## src/rtl/mul_div_unit.sv

```systemverilog
// mul_div_unit: iterative 32-bit multiply/divide engine producing a 64-bit Hi:Lo result.
// Latency: done strobes 32 clocks after the accepting edge; one op per 33 cycles.
// Backpressure: start is honoured only while busy=0; starts during CALC are dropped.
// Optional feature macro SIGNED_OPS_EN: when defined, op[1] selects signed MULT/DIV.
module mul_div_unit #(
  parameter int WIDTH = 32,
  parameter int CNT_W = 6
) (
  input  logic                 clk,
  input  logic                 reset,
  input  logic                 start,
  input  logic [1:0]           op,
  input  logic [WIDTH-1:0]     a,
  input  logic [WIDTH-1:0]     b,
  output logic                 busy,
  output logic                 done,
  output logic [2*WIDTH-1:0]   ans
);

  typedef enum logic [1:0] {
    IDLE = 2'd0,
    CALC = 2'd1,
    DONE = 2'd2
  } state_t;

  localparam logic [CNT_W-1:0] LAST_ITER = CNT_W'(WIDTH - 1);

  state_t               state_q, state_d;
  logic [CNT_W-1:0]     cnt_q, cnt_d;
  logic                 is_div_q, is_div_d;
  logic                 div0_q, div0_d;
  logic [WIDTH-1:0]     a_raw_q, a_raw_d;
  // Multiplicand for multiply, divisor for divide.
  logic [WIDTH-1:0]     opb_q, opb_d;
  // Multiply: {partial product hi, multiplier/product lo}.
  // Divide:   {partial remainder, dividend shifting out / quotient shifting in}.
  logic [2*WIDTH-1:0]   acc_q, acc_d;
  logic [2*WIDTH-1:0]   ans_q, ans_d;
  logic                 neg_q_q, neg_q_d;   // negate product / quotient
  logic                 neg_r_q, neg_r_d;   // negate remainder

  // Operand conditioning applied when an operation is accepted.
  logic                 sgn_a, sgn_b;
  logic [WIDTH-1:0]     mag_a, mag_b;

  // One iteration of each algorithm, computed from the working registers.
  logic [WIDTH:0]       mul_sum;
  logic [2*WIDTH-1:0]   mul_next;
  logic [WIDTH:0]       div_shift;
  logic [WIDTH+1:0]     div_diff;
  logic                 div_qbit;
  logic [WIDTH-1:0]     div_rem;
  logic [2*WIDTH-1:0]   div_next;
  logic [2*WIDTH-1:0]   step_next;

  // Final result after sign correction and divide-by-zero override.
  logic [WIDTH-1:0]     fin_quo;
  logic [WIDTH-1:0]     fin_rem;
  logic [2*WIDTH-1:0]   fin_prod;
  logic [2*WIDTH-1:0]   result;

`ifdef SIGNED_OPS_EN
  // Signed ops run the unsigned core on magnitudes; signs are remembered for the fix-up.
  always_comb begin
    sgn_a = op[1] & a[WIDTH-1];
    sgn_b = op[1] & b[WIDTH-1];
    mag_a = sgn_a ? -a : a;
    mag_b = sgn_b ? -b : b;
  end
`else
  logic unused_op1;
  assign unused_op1 = op[1];

  // Without signed support op[1] is ignored and operands pass through unchanged.
  always_comb begin
    sgn_a = 1'b0;
    sgn_b = 1'b0;
    mag_a = a;
    mag_b = b;
  end
`endif

  // Single shift-add multiply step and single restoring-divide step.
  always_comb begin
    mul_sum   = {1'b0, acc_q[2*WIDTH-1:WIDTH]} + (acc_q[0] ? {1'b0, opb_q} : {(WIDTH+1){1'b0}});
    mul_next  = {mul_sum, acc_q[WIDTH-1:1]};

    div_shift = {acc_q[2*WIDTH-1:WIDTH], acc_q[WIDTH-1]};
    div_diff  = {1'b0, div_shift} - {2'b00, opb_q};
    div_qbit  = ~div_diff[WIDTH+1];
    // The restored/subtracted remainder is always below the divisor, so it fits WIDTH bits.
    div_rem   = div_qbit ? div_diff[WIDTH-1:0] : div_shift[WIDTH-1:0];
    div_next  = {div_rem, acc_q[WIDTH-2:0], div_qbit};

    step_next = is_div_q ? div_next : mul_next;
  end

  // Result assembly on the last iteration: sign fix-up and divide-by-zero rule.
  always_comb begin
    fin_prod = neg_q_q ? -step_next : step_next;
    fin_quo  = neg_q_q ? -step_next[WIDTH-1:0] : step_next[WIDTH-1:0];
    fin_rem  = neg_r_q ? -step_next[2*WIDTH-1:WIDTH] : step_next[2*WIDTH-1:WIDTH];
    if (!is_div_q) begin
      result = fin_prod;
    end else if (div0_q) begin
      result = {a_raw_q, {WIDTH{1'b1}}};
    end else begin
      result = {fin_rem, fin_quo};
    end
  end

  // Next-state and working-register updates for the IDLE/CALC/DONE sequence.
  always_comb begin
    state_d  = state_q;
    cnt_d    = cnt_q;
    is_div_d = is_div_q;
    div0_d   = div0_q;
    a_raw_d  = a_raw_q;
    opb_d    = opb_q;
    acc_d    = acc_q;
    ans_d    = ans_q;
    neg_q_d  = neg_q_q;
    neg_r_d  = neg_r_q;

    unique case (state_q)
      IDLE, DONE: begin
        if (state_q == DONE) begin
          state_d = IDLE;
        end
        if (start) begin
          state_d  = CALC;
          cnt_d    = '0;
          is_div_d = op[0];
          div0_d   = op[0] && (b == '0);
          a_raw_d  = a;
          neg_q_d  = sgn_a ^ sgn_b;
          neg_r_d  = sgn_a;
          if (op[0]) begin
            opb_d = mag_b;
            acc_d = {{WIDTH{1'b0}}, mag_a};
          end else begin
            opb_d = mag_a;
            acc_d = {{WIDTH{1'b0}}, mag_b};
          end
        end
      end
      CALC: begin
        acc_d = step_next;
        cnt_d = cnt_q + CNT_W'(1);
        if (cnt_q == LAST_ITER) begin
          ans_d   = result;
          state_d = DONE;
        end
      end
      default: begin
        state_d = IDLE;
      end
    endcase
  end

  // State and datapath registers; reset discards any in-flight operation.
  always_ff @(posedge clk or posedge reset) begin
    if (reset) begin
      state_q  <= IDLE;
      cnt_q    <= '0;
      is_div_q <= 1'b0;
      div0_q   <= 1'b0;
      a_raw_q  <= '0;
      opb_q    <= '0;
      acc_q    <= '0;
      ans_q    <= '0;
      neg_q_q  <= 1'b0;
      neg_r_q  <= 1'b0;
    end else begin
      state_q  <= state_d;
      cnt_q    <= cnt_d;
      is_div_q <= is_div_d;
      div0_q   <= div0_d;
      a_raw_q  <= a_raw_d;
      opb_q    <= opb_d;
      acc_q    <= acc_d;
      ans_q    <= ans_d;
      neg_q_q  <= neg_q_d;
      neg_r_q  <= neg_r_d;
    end
  end

  assign busy = (state_q == CALC);
  assign done = (state_q == DONE);
  assign ans  = ans_q;

endmodule

```

## config.mk

```make
export PLATFORM = sky130hd
export DESIGN_NAME = mul_div_unit
export DESIGN_NICKNAME = d
export VERILOG_FILES = /design/src/rtl/mul_div_unit.sv
export SDC_FILE = /design/constraint.sdc
export NUM_CORES = 1
export LEC_CHECK = 0
export BUFFER_PORTS_ARGS = -buffer_cell sky130_fd_sc_hd__buf_2
export CAP_MARGIN = 20
export CORE_ASPECT_RATIO = 1.4
export CORE_MARGIN = 2
export CORE_UTILIZATION = 65
export DETAILED_ROUTE_END_ITERATION = 12
export PLACE_DENSITY = 0.85
export SYNTH_ARGS = -nofsm -noshare
export SYNTH_HDL_FRONTEND = slang
export SYNTH_SLANG_ARGS = --single-unit
```

## constraint.sdc

```tcl
create_clock -name clk -period 12.7 [get_ports clk]
set_input_delay 1.905 -clock clk [delete_from_list [all_inputs] [get_ports clk]]
set_output_delay 1.905 -clock clk [all_outputs]
set_load 0.005 [all_outputs]
```

After elaboration in Yosys (flattened, before gate mapping)
Index checks and enable logic that the tools add are counted.

word-level totals
  register bits after elaboration = 202
  output and inout bits = 66
  word-level logic and storage cells = 42

cells by class
  add/sub/neg operators = 3
  eq/ne operators = 6
  multiplexer cells = 15
  bitwise logic cells = 1
  reduce and logical (&&, ||, !) cells = 9

operator list
  cell                   number
  $mux W64               4
  $mux W32               4
  $pmux W64 S2           1
  $sub A33 B32 Y34       1
  $add A32 B32 Y33       1
  $logic_not A32 Y1      1
  $pmux W6 S2            1
  $reduce_and A2 Y1      4
  $add A6 B1 Y6 const B  1
  $eq A6 B5 Y1 const B   1
  $mux W2                3
  $mux W6                1
  $pmux W2 S2            1
  $ne A3 B3 Y1 const B   1
  $eq A2 B1 Y1 const B   1
  $eq A2 B2 Y1 const B   1
  $logic_not A2 Y1       1
  $ne A2 B1 Y1 const B   1
  $ne A2 B2 Y1 const B   1
  $reduce_bool A2 Y1     1
  $reduce_or A2 Y1       1
  $logic_and A1 B1 Y1    1
  $not A1 Y1             1

Longest topological paths before layout
Gate-level depths: netlist of the first run.

  depth in word-level cells = 5
  gate-level depth with buffers = 14
  gate-level depth less buffers = 12

Least setup slack after synthesis of the first run
Ideal clock, no wire load.

  path type = input to register
  start = in op[0]
  end = reg opb_q[25]
  arrival time = 2.998 ns
  required time = 12.566 ns
  setup slack = 9.568 ns
  stages = 4
  path buffers = 2
  cell sequence = clkbuf_1 > buf_1 > mux2i_1 > o21ai_0

between the ends
  cells in the longest elaborated chain, start to end = 1

ends and longest elaborated chain
  what                    RTL line  source
  start: declaration      12        input logic [1:0] op,
  $mux W32                138       if (op[0]) begin
  end signal: assignment  180       opb_q <= opb_d;
  end: declaration        34        logic [WIDTH-1:0] opb_q, opb_d;

No other way between the ends.
A chain may end at the register's enable or synchronous reset.

Worst setup path in the final report of the first run
  start = reg state_q[0]
  end = out busy

between the ends
  cells in the longest elaborated chain, start to end = 1

ends and longest elaborated chain
  what                      RTL line  source
  start: declaration        28        state_t state_q, state_d;
  start signal: assignment  175       state_q <= state_d;
  $eq A2 B1 Y1              188       assign busy = (state_q == CALC);
  end: declaration          15        output logic busy,

No other way between the ends.

==> results of run 1 <==
-- per-stage QoR --
step           std cells  cell area, sq um  total power [uW]  setup slack, ns
3_5_place_dp        1951             14500              3760             8.75
5_1_grt             1992             15300              4850             8.50
2_1_floorplan       1635             13800              3070             5.28
6_report            1992             15300              4530             8.57
4_1_cts             1991             15300              4460             8.60
3_3_place_gp        1950             14500              3690             8.60
-- area by class of cell --
| type | count | share of cell area, % |
|---|---|---|
| Multi-Input combinational cell | 1285 | 53.2 |
| Antenna cell | 1 | 0.0163 |
| Clock inverter | 9 | 0.727 |
| Sequential cell | 202 | 33.0 |
| Inverter | 51 | 1.30 |
| Timing Repair Buffer | 153 | 5.32 |
| Clock buffer | 31 | 4.28 |
| Tap cell | 260 | 2.12 |
-- worst reg2reg max path, delay by kind of cell (launching register included) --
kind | cells | cell delay (ns)
AOI/OAI and AO/OA | 6 | 1.48
adders and majority gates | 1 | 0.40
and+or+nand+nor | 3 | 1.01
buffers and inverters | 2 | 0.57
DFF | 1 | 0.44
-- flip-flops by register name, summed over array words and instances, names as in the netlist --
register,count
acc_q,64
ans,64
a_raw_q,32
opb_q,32
cnt_q,6
state_q,2
div0_q,1
is_div_q,1
-- cell families (layout without fill, tap and decap cells) --
| group | Yosys count | in the layout | share of synthesized area, % |
|---|---|---|---|
| other | 0 | 1 | 0 |
| muxes | 135 | 135 | 10.0 |
| adders and majority gates | 67 | 67 | 6.20 |
| xor gates and xnor gates | 47 | 47 | 2.99 |
| AOI/OAI and AO/OA | 500 | 500 | 22.3 |
| and+or+nand+nor | 536 | 536 | 17.5 |
| buffers and inverters | 148 | 244 | 4.31 |
| DFF | 202 | 202 | 36.7 |
-- worst max-delay path by stage --
stage,from,end,slack [ns],cells past startpoint
floorplan,reset,a_raw_q[0],5.28,1
global placement,acc_q[0],acc_q[60],8.60,12
detailed placement,opb_q[8],acc_q[63],8.75,12
CTS,state_q[0],busy,8.60,5
global route,state_q[0],busy,8.50,5
finish,state_q[0],busy,8.57,5
-- routing by layer --
metal / vias up / global-route usage (%) / share of wire, % / routed length [um]
li1: 6032 / - / - / -
met1: 6208 / 51.8 / 41 / 17100
met2: 676 / 59.9 / 46 / 19300
met3: 134 / 6.91 / 9.3 / 3930
met4: 0 / 15.6 / 4.5 / 1890
met5: - / 0 / 0 / 0
-- layout by cell type (no fill, tap or decap), types with 23 or more instances in the layout --
cell       count
and2_1        35
inv_1         48
buf_2        132
nor2_1       115
nand2_1      248
xnor2_1       30
nand3_1       28
o22ai_1       34
a21oi_1      128
dfrtp_1      201
clkbuf_16     23
o21ai_0      172
mux2i_1      114
a21o_1        25
nor3_1        23
ha_1          65
-- power groups by stage --
stage	Combinational, uW	Clock, uW	Sequential, uW
after detailed placement	2570	0	1180
final	2660	683	1190
after floorplan	1990	0	1090
after CTS	2600	685	1180
after global routing	2920	711	1220
after global placement	2520	0	1170
==> out/qor.csv, run 1 <==
stage,metric,value,unit
run_status,status,completed,
setup_path,CP peak stage delay,0.62,ns
finish,final core occ,73.0,%
setup_path,reg2reg path depth,12,
clock_tree,hold buffers post-CTS,0,
synth,Syn Inst Count,1635,
setup_path,WP data required,10.80,ns
die,Initial Util,65.7,%
clock_tree,htree depth,1,
synth,average cell area after synthesis,8.42,sq um
sta,Final Skew,0.0122,ns
pwr,Comb pwr share,58.7,%
die,die area,22400,sq um
pwr,Seq pwr share,26.3,%
clock_tree,Sink Count,202,
synth,Yosys cell types,76,
finish,area occupied by multi-input gates,8140,sq um
finish,Fillers,1598,
drt,Routed wire per std cell,21.2,um
synth,fraction of registers with async set/reset,100,%
setup_path,CP Max Fanout,60,
die,die width,127,um
sta,Hold WS,0.474,ns
clock_tree,CTS tree,built,
die,Die Ht,176,um
synth,most common cell in the synthesized netlist,nand2_1,
synth,YS warnings,0,
sta,fmax,0.242,GHz
job,max-cap viol count,0,
clock_tree,postcts setup bufs,0,
grt,vias in the first global route,12600,
grt,largest net degree at the start of global routing,143,
synth,syn_nets,1771,
grt,initial antenna violation count,2,
setup_path,Worst path top cell family by delay,buffers and inverters,
place,HPWL Detailed,29.7,mm
pwr,Sw Share,46.5,%
synth,largest cells by area after synthesis,"dfrtp_1 37%, mux2i_1 8.3%, nand2_1 6.8%, o21ai_0 6.3%, ha_1 5.9%",
drt,Iteration-0 DRC Markers,1188,
pwr,Clk pwr share,15.1,%
sta,period utilisation layout,32.5,%
pwr,Max VDD drop,0.000158,V
finish,synth-to-layout area growth,11.2,%
sta,Tightest Pin Transition,1.09,ns
setup_path,CP Class,reg -> out,
grt,Global Route Usage Sum,37.9,%
drt,post-route ant nets,0,
pwr,Int Pwr,2420,uW
synth,Syn Std Cell Area,13800,sq um
synth,Synth Register Bits,202,
place,Port-buffer cells,133,
setup_path,slowest cell on the critical path,buf_4,
synth,main flop type after synthesis,dfrtp_1,
clock_tree,CTS Buffer Depth,3,
finish,fraction of layout cells with a size suffix above 1,13.4,%
min_path,Hold Path Depth,2,
sta,Tmin final,4.13,ns
finish,nets,1852,
synth,number of flops mapped to enable cells by yosys,0,
drt,Vias,13100,
sta,setup_tns,0,ns
setup_path,"critical path, cell by cell","nand2b_2, buf_4, clkinv_1, buf_4, buf_2",
min_path,Min-Delay Path Class,reg -> reg,
setup_path,crit start category,register,
setup_path,worst reg2reg path startpoint,opb_q[8],
grt,global-route wire length before repair,67.6,mm
setup_path,WP buf/inv,4,
drt,routed wire length,42.3,mm
pwr,P_leak,0.00731,uW
die,Placeable Area,21000,sq um
sta,Pins Over Slew Limit,0,
synth,Post-synth top cells,"249 x nand2_1, 202 x dfrtp_1, 172 x o21ai_0",
pwr,Psw,2110,uW
place,Placer Congestion,0.963,
die,num rows,63,
clock_tree,TritonCTS Buffers,23,
synth,Yosys top cell by area,dfrtp_1,
setup_path,endpoint class of the critical path,primary output,
sta,Setup-failing EPs final,0,
min_path,Hold Startpoint,ans[29],
min_path,worst hold endpoint,ans[29],
sta,RSZ-0062 raised after global routing,false,
setup_path,reg2reg end,acc_q[63],
clock_tree,Clock transition at path regs,0.06,ns
setup_path,internal reg-to-reg setup slack,8.67,ns
clock_tree,CTS Root Cell,clkbuf_16,
synth,"Seq/Total Area, Yosys",36.7,%
drt,detailed-route DRC error count,0,
synth,Yosys top cell area share,36.7,%
sta,"Hold Vio Cnt, Final",0,
finish,sequential cell area,5060,sq um
setup_path,"most used cell, CP",buf_4,
grt,total global routing overflow,0,
sta,relative slew slack,27.4,%
die,I/O pins,135,
setup_path,Worst Path Arrival,2.22,ns
pwr,pwr dens,296,nW/um^2
drt,drt pass-1 iters,6,
drt,vias per inst,6.55,
clock_tree,CTS resizes,0,
clock_tree,worst-skew pair later-pin latency,0.51,ns
Note: power is estimated with default switching activity, not from simulation.
==> run 2: changes to the inputs <==
--- a/config.mk
+++ b/config.mk
@@ -9,9 +9,9 @@
 export CAP_MARGIN = 20
 export CORE_ASPECT_RATIO = 1.4
 export CORE_MARGIN = 2
-export CORE_UTILIZATION = 65
+export CORE_UTILIZATION = 61
 export DETAILED_ROUTE_END_ITERATION = 12
-export PLACE_DENSITY = 0.85
+export PLACE_DENSITY = 0.8
 export SYNTH_ARGS = -nofsm -noshare
 export SYNTH_HDL_FRONTEND = slang
 export SYNTH_SLANG_ARGS = --single-unit
==> constraint.sdc (replaced) <==
create_clock -name clk -period 4.25 [get_ports clk]
set_input_delay 0.6375 -clock clk [delete_from_list [all_inputs] [get_ports clk]]
set_output_delay 0.6375 -clock clk [all_outputs]
set_load 0.005 [all_outputs]
==> out/qor.csv, run 2 (synthesized netlist as in run 1, its figures left out) <==
stage,metric,value,unit
sta,Final Skew,0.0226,ns
clock_tree,hold buffers post-CTS,0,
clock_tree,htree depth,1,
setup_path,"critical path, cell by cell","and2_1, ha_1, fa_1, a211oi_1, o21a_1, or3_1, a21oi_1, o21a_1, a31oi_1, nor3_1, a31oi_1, o21ai_0",
job,max-cap viol count,0,
setup_path,reg2reg end,acc_q[63],
grt,total global routing overflow,0,
sta,Tmin final,3.82,ns
die,Initial Util,61.6,%
die,Die Ht,182,um
drt,detailed-route DRC error count,0,
place,HPWL Detailed,30.9,mm
setup_path,slowest cell on the critical path,dfrtp_1,
finish,sequential cell area,5060,sq um
clock_tree,postcts setup bufs,0,
clock_tree,TritonCTS Buffers,22,
sta,Hold WS,0.313,ns
finish,"commonest non-fill, non-tap cell in the layout",nand2_1,
clock_tree,CTS Buffer Depth,3,
drt,drt pass-1 iters,6,
clock_tree,Clock transition at path regs,0.07,ns
drt,Routed wire per std cell,21.1,um
clock_tree,Sink Count,202,
setup_path,CP peak stage delay,0.85,ns
die,die area,23800,sq um
pwr,Max VDD drop,0.000472,V
die,Placeable Area,22400,sq um
pwr,pwr dens,872,nW/um^2
sta,setup_tns,0,ns
drt,routed wire length,43.1,mm
finish,most frequent cells in the layout,"248 x nand2_1, 201 x dfrtp_1, 172 x o21ai_0",
finish,area occupied by multi-input gates,8140,sq um
finish,ANT cells,0,
die,I/O pins,135,
place,Placer Congestion,0.944,
setup_path,CP Class,reg -> reg,
finish,fraction of layout cells with a size suffix above 1,13.9,%
finish,synth-to-layout area growth,12.1,%
die,die width,131,um
min_path,Min-Delay Path Class,in -> async,
sta,"Hold Vio Cnt, Final",0,
grt,initial antenna violation count,0,
die,num rows,65,
sta,relative slew slack,33.3,%
setup_path,crit start category,register,
sta,Pins Over Slew Limit,0,
setup_path,CP startpoint,acc_q[0],
drt,Iteration-0 DRC Markers,1076,
setup_path,reg2reg path depth,12,
sta,RSZ-0062 raised after global routing,false,
clock_tree,CTS resizes,0,
sta,fmax,0.261,GHz
sta,Setup-failing EPs final,0,
drt,vias per inst,6.38,
drt,Vias,13000,
setup_path,Worst Path Arrival,4.24,ns
setup_path,CP Max Fanout,25,
setup_path,worst reg2reg path startpoint,acc_q[0],
pwr,total power,13500,uW
finish,Fillers,1848,
clock_tree,CTS Root Cell,clkbuf_16,
setup_path,CP endpoint,acc_q[63],
setup_path,endpoint class of the critical path,register,
grt,Global Route Usage Sum,36.4,%
grt,largest net degree at the start of global routing,103,
grt,vias in the first global route,12600,
finish,final core occ,69.0,%
run_status,status,completed,
clock_tree,CTS tree,built,
sta,period utilisation layout,90.0,%
setup_path,internal reg-to-reg setup slack,0.43,ns
setup_path,WP data required,4.67,ns
grt,global-route wire length before repair,67.9,mm
drt,post-route ant nets,0,
finish,nets,1864,
sta,Tightest Pin Transition,0.999,ns
place,Port-buffer cells,133,
pwr,P_leak,0.00735,uW
clock_tree,worst-skew pair later-pin latency,0.52,ns
==> run 2: where the power goes <==
group	leakage [uW]	internal (uW)	switching, uW
registers	0.00243	2700	891
clock network	0.000350	1110	819
logic	0.00457	3370	4570
total	0.00735	7170	6280
==> run 2: per-stage QoR <==
stage                     instances  area (sq um)  worst slack [ns]
after floorplan                1635         13800             0.996
after global placement         2005         14700             0.572
after detailed placement       2005         14700             0.453
after CTS                      2045         15400             0.441
after global routing           2045         15400             0.179
final                          2045         15400             0.425
==> run 2: worst min path at each step <==
stage | startpoint | endpoint | slack [ns] | cells past startpoint
after floorplan | a_raw_q[30] | a_raw_q[30] | 0.44 | 2
after global placement | a_raw_q[7] | a_raw_q[7] | 0.46 | 2
after detailed placement | a_raw_q[26] | a_raw_q[26] | 0.46 | 2
after CTS | reset | ans[34] | 0.33 | 2
after global routing | a[27] | a_raw_q[27] | 0.35 | 3
final | reset | ans[34] | 0.31 | 2
==> run 2: routing by layer <==
metal	up-vias	track usage, %	routed length (um)
met4	0	11.3	1440
li1	6035	-	-
met3	108	4.74	3430
met2	616	57.9	20100
met5	-	0	0
met1	6281	51.6	18100
==> run 2: critical path: cells and delay by family (launching register included) <==
kind	cells	cell delay, ns
adders and majority gates	2	0.48
AOI/OAI and AO/OA	7	1.31
and+or+nand+nor	3	1.08
DFF	1	0.85
==> run 2: cell type report <==
| class | instances | share of cell area (%) |
|---|---|---|
| multi-input combinational | 1285 | 52.8 |
| inverter | 51 | 1.27 |
| clock buffer | 32 | 4.14 |
| tap | 301 | 2.44 |
| clock inverter | 8 | 0.487 |
| timing repair buffer | 166 | 6.10 |
| sequential | 202 | 32.8 |
==> run 3: changes to the inputs <==
--- a/config.mk
+++ b/config.mk
@@ -9,9 +9,9 @@
 export CAP_MARGIN = 20
 export CORE_ASPECT_RATIO = 1.4
 export CORE_MARGIN = 2
-export CORE_UTILIZATION = 61
+export CORE_UTILIZATION = 65
 export DETAILED_ROUTE_END_ITERATION = 12
-export PLACE_DENSITY = 0.8
+export PLACE_DENSITY = 0.85
 export SYNTH_ARGS = -nofsm -noshare
 export SYNTH_HDL_FRONTEND = slang
 export SYNTH_SLANG_ARGS = --single-unit
==> constraint.sdc (replaced) <==
create_clock -name clk -period 4.9 [get_ports clk]
set_input_delay 0.735 -clock clk [delete_from_list [all_inputs] [get_ports clk]]
set_output_delay 0.735 -clock clk [all_outputs]
set_load 0.005 [all_outputs]
==> out/qor.csv, run 3 (synthesized netlist as in run 1, its figures left out) <==
stage,metric,value,unit
run_status,status,completed,
drt,post-route ant nets,0,
drt,routed wire length,43.3,mm
setup_path,Worst Path Arrival,4.27,ns
sta,relative slew slack,38.6,%
finish,Finished Layout Cells,1997,
clock_tree,hold buffers post-CTS,0,
clock_tree,TritonCTS Buffers,22,
setup_path,CP Class,reg -> reg,
die,Placeable Area,21000,sq um
place,placed cell areas,14600,sq um
clock_tree,CTS Buffer Depth,3,
grt,initial antenna violation count,1,
grt,vias in the first global route,13000,
pwr,P_leak,0.00734,uW
pwr,Max VDD drop,0.000433,V
pwr,Clk pwr share,15.4,%
sta,period utilisation layout,78.5,%
place,Port-buffer cells,133,
place,HPWL Detailed,30.6,mm
clock_tree,Sink Count,202,
sta,setup_tns,0,ns
sta,fmax,0.260,GHz
grt,M2 GR Usage,61.7,%
sta,Tmin final,3.85,ns
die,die width,127,um
drt,vias per inst,6.62,
drt,Iteration-0 DRC Markers,1095,
drt,Vias,13200,
grt,total global routing overflow,0,
clock_tree,Clock transition at path regs,0.06,ns
sta,Tightest Pin Transition,0.919,ns
pwr,pwr dens,768,nW/um^2
sta,RSZ-0062 raised after global routing,false,
pwr,Seq pwr share,26.0,%
pwr,Comb pwr share,58.5,%
sta,Pins Over Slew Limit,0,
finish,Fillers,1593,
clock_tree,CTS Root Cell,clkbuf_16,
die,num rows,63,
sta,"Hold Vio Cnt, Final",0,
min_path,Min-Delay Path Class,in -> async,
die,die area,22400,sq um
place,Placer Congestion,0.971,
drt,drt pass-1 iters,5,
sta,worst setup margin,1.05,ns
job,max-cap viol count,0,
clock_tree,CTS tree,built,
drt,Routed wire per std cell,21.7,um
grt,routing usage on met3,6.33,%
die,Initial Util,65.7,%
place,dpl ws,1.15,ns
die,Die Ht,176,um
setup_path,WP data required,5.32,ns
clock_tree,worst-skew pair later-pin latency,0.51,ns
grt,Global Route Usage Sum,38.7,%
finish,nets,1855,
clock_tree,CTS resizes,0,
pwr,Int Pwr,6340,uW
grt,global-route wire length before repair,69.2,mm
pwr,Sw Share,46.4,%
setup_path,endpoint class of the critical path,register,
setup_path,CP Max Fanout,21,
grt,met1 usage,52.5,%
drt,detailed-route DRC error count,0,
setup_path,crit start category,register,
grt,gr busiest metal,met2,
finish,synth-to-layout area growth,11.7,%
sta,Final Skew,0.0162,ns
finish,finished layout cell area,15400,sq um
place,cell count after placement,1955,
finish,fraction of layout cells with a size suffix above 1,13.7,%
clock_tree,htree depth,1,
pwr,Psw,5480,uW
grt,largest net degree at the start of global routing,128,
sta,Setup-failing EPs final,0,
finish,most frequent cells in the layout,"248 x nand2_1, 201 x dfrtp_1, 172 x o21ai_0",
finish,area occupied by multi-input gates,8140,sq um
die,I/O pins,135,
finish,sequential cell area,5060,sq um
finish,"commonest non-fill, non-tap cell in the layout",nand2_1,
clock_tree,postcts setup bufs,0,
run 3: cell count changes in the layout (fill, tap and decap cells not counted):
| cell | delta |
|---|---|
| buf_4 | -8 |
| clkbuf_1 | -4 |
| bufinv_16 | +3 |
| clkbuf_8 | -2 |
| diode_2 | +2 |
| inv_6 | +2 |
| buf_12 | -1 |
| clkinv_4 | -1 |
| clkinvlp_4 | +1 |
| inv_8 | +1 |
run 3: cell type report:
class | count | share of cell area [%]
Inverter | 51 | 1.27
Sequential cell | 202 | 32.9
Timing Repair Buffer | 157 | 5.60
Clock buffer | 26 | 3.88
Tap cell | 260 | 2.12
Antenna cell | 2 | 0.0325
Multi-Input combinational cell | 1285 | 53.0
Clock inverter | 14 | 1.25
run 3: worst max-delay path: stages (launching register included):
cell and delay [ns]:
dfrtp_1 0.67, buf_4 0.34, and2_1 0.17, ha_1 0.31, a21oi_1 0.18, o21ai_0 0.14, a221o_1 0.42, a21o_1 0.23
or2_2 0.36, a211oi_1 0.27, mux2i_1 0.41, a311oi_1 0.09, o21ai_0 0.17
run 3: final timing paths:
| path | start | to | slack [ns] | cells past startpoint |
|---|---|---|---|---|
| worst max-delay path | acc_q[0] | acc_q[62] | 1.05 | 12 |
| worst min-delay path | reset | acc_q[40] | 0.40 | 2 |
| worst max register to register | acc_q[0] | acc_q[62] | 1.05 | 12 |
| worst min register to register | ans[27] | ans[27] | 0.48 | 2 |
| max in group asynchronous | reset | is_div_q | 3.26 | 3 |
| min in group clk | a[1] | a_raw_q[1] | 0.45 | 3 |
run 3: routing by layer:
metal / routed length, um / part of all wire [%]
met1: 17400 / 40
met3: 3960 / 9.2
met5: 0 / 0
met4: 1770 / 4.1
met2: 20200 / 47
run 3: power by group through the flow:
stage | logic [uW] | clock network (uW) | registers (uW)
final | 6910 | 1820 | 3080
after global routing | 7610 | 1900 | 3140
after CTS | 6790 | 1850 | 3040
after detailed placement | 6700 | 0 | 3060
after global placement | 6520 | 0 | 3030
after floorplan | 5150 | 0 | 2820
run 3: through the flow:
step / hold WS [ns] / utilization [%] / total power, uW
3_3_place_gp: 0.454 / 69.5 / 9550
5_1_grt: 0.445 / 73.3 / 12600
4_1_cts: 0.426 / 73.3 / 11700
2_1_floorplan: 0.437 / - / 7960
6_report: 0.403 / 73.3 / 11800
3_5_place_dp: 0.463 / 69.5 / 9750
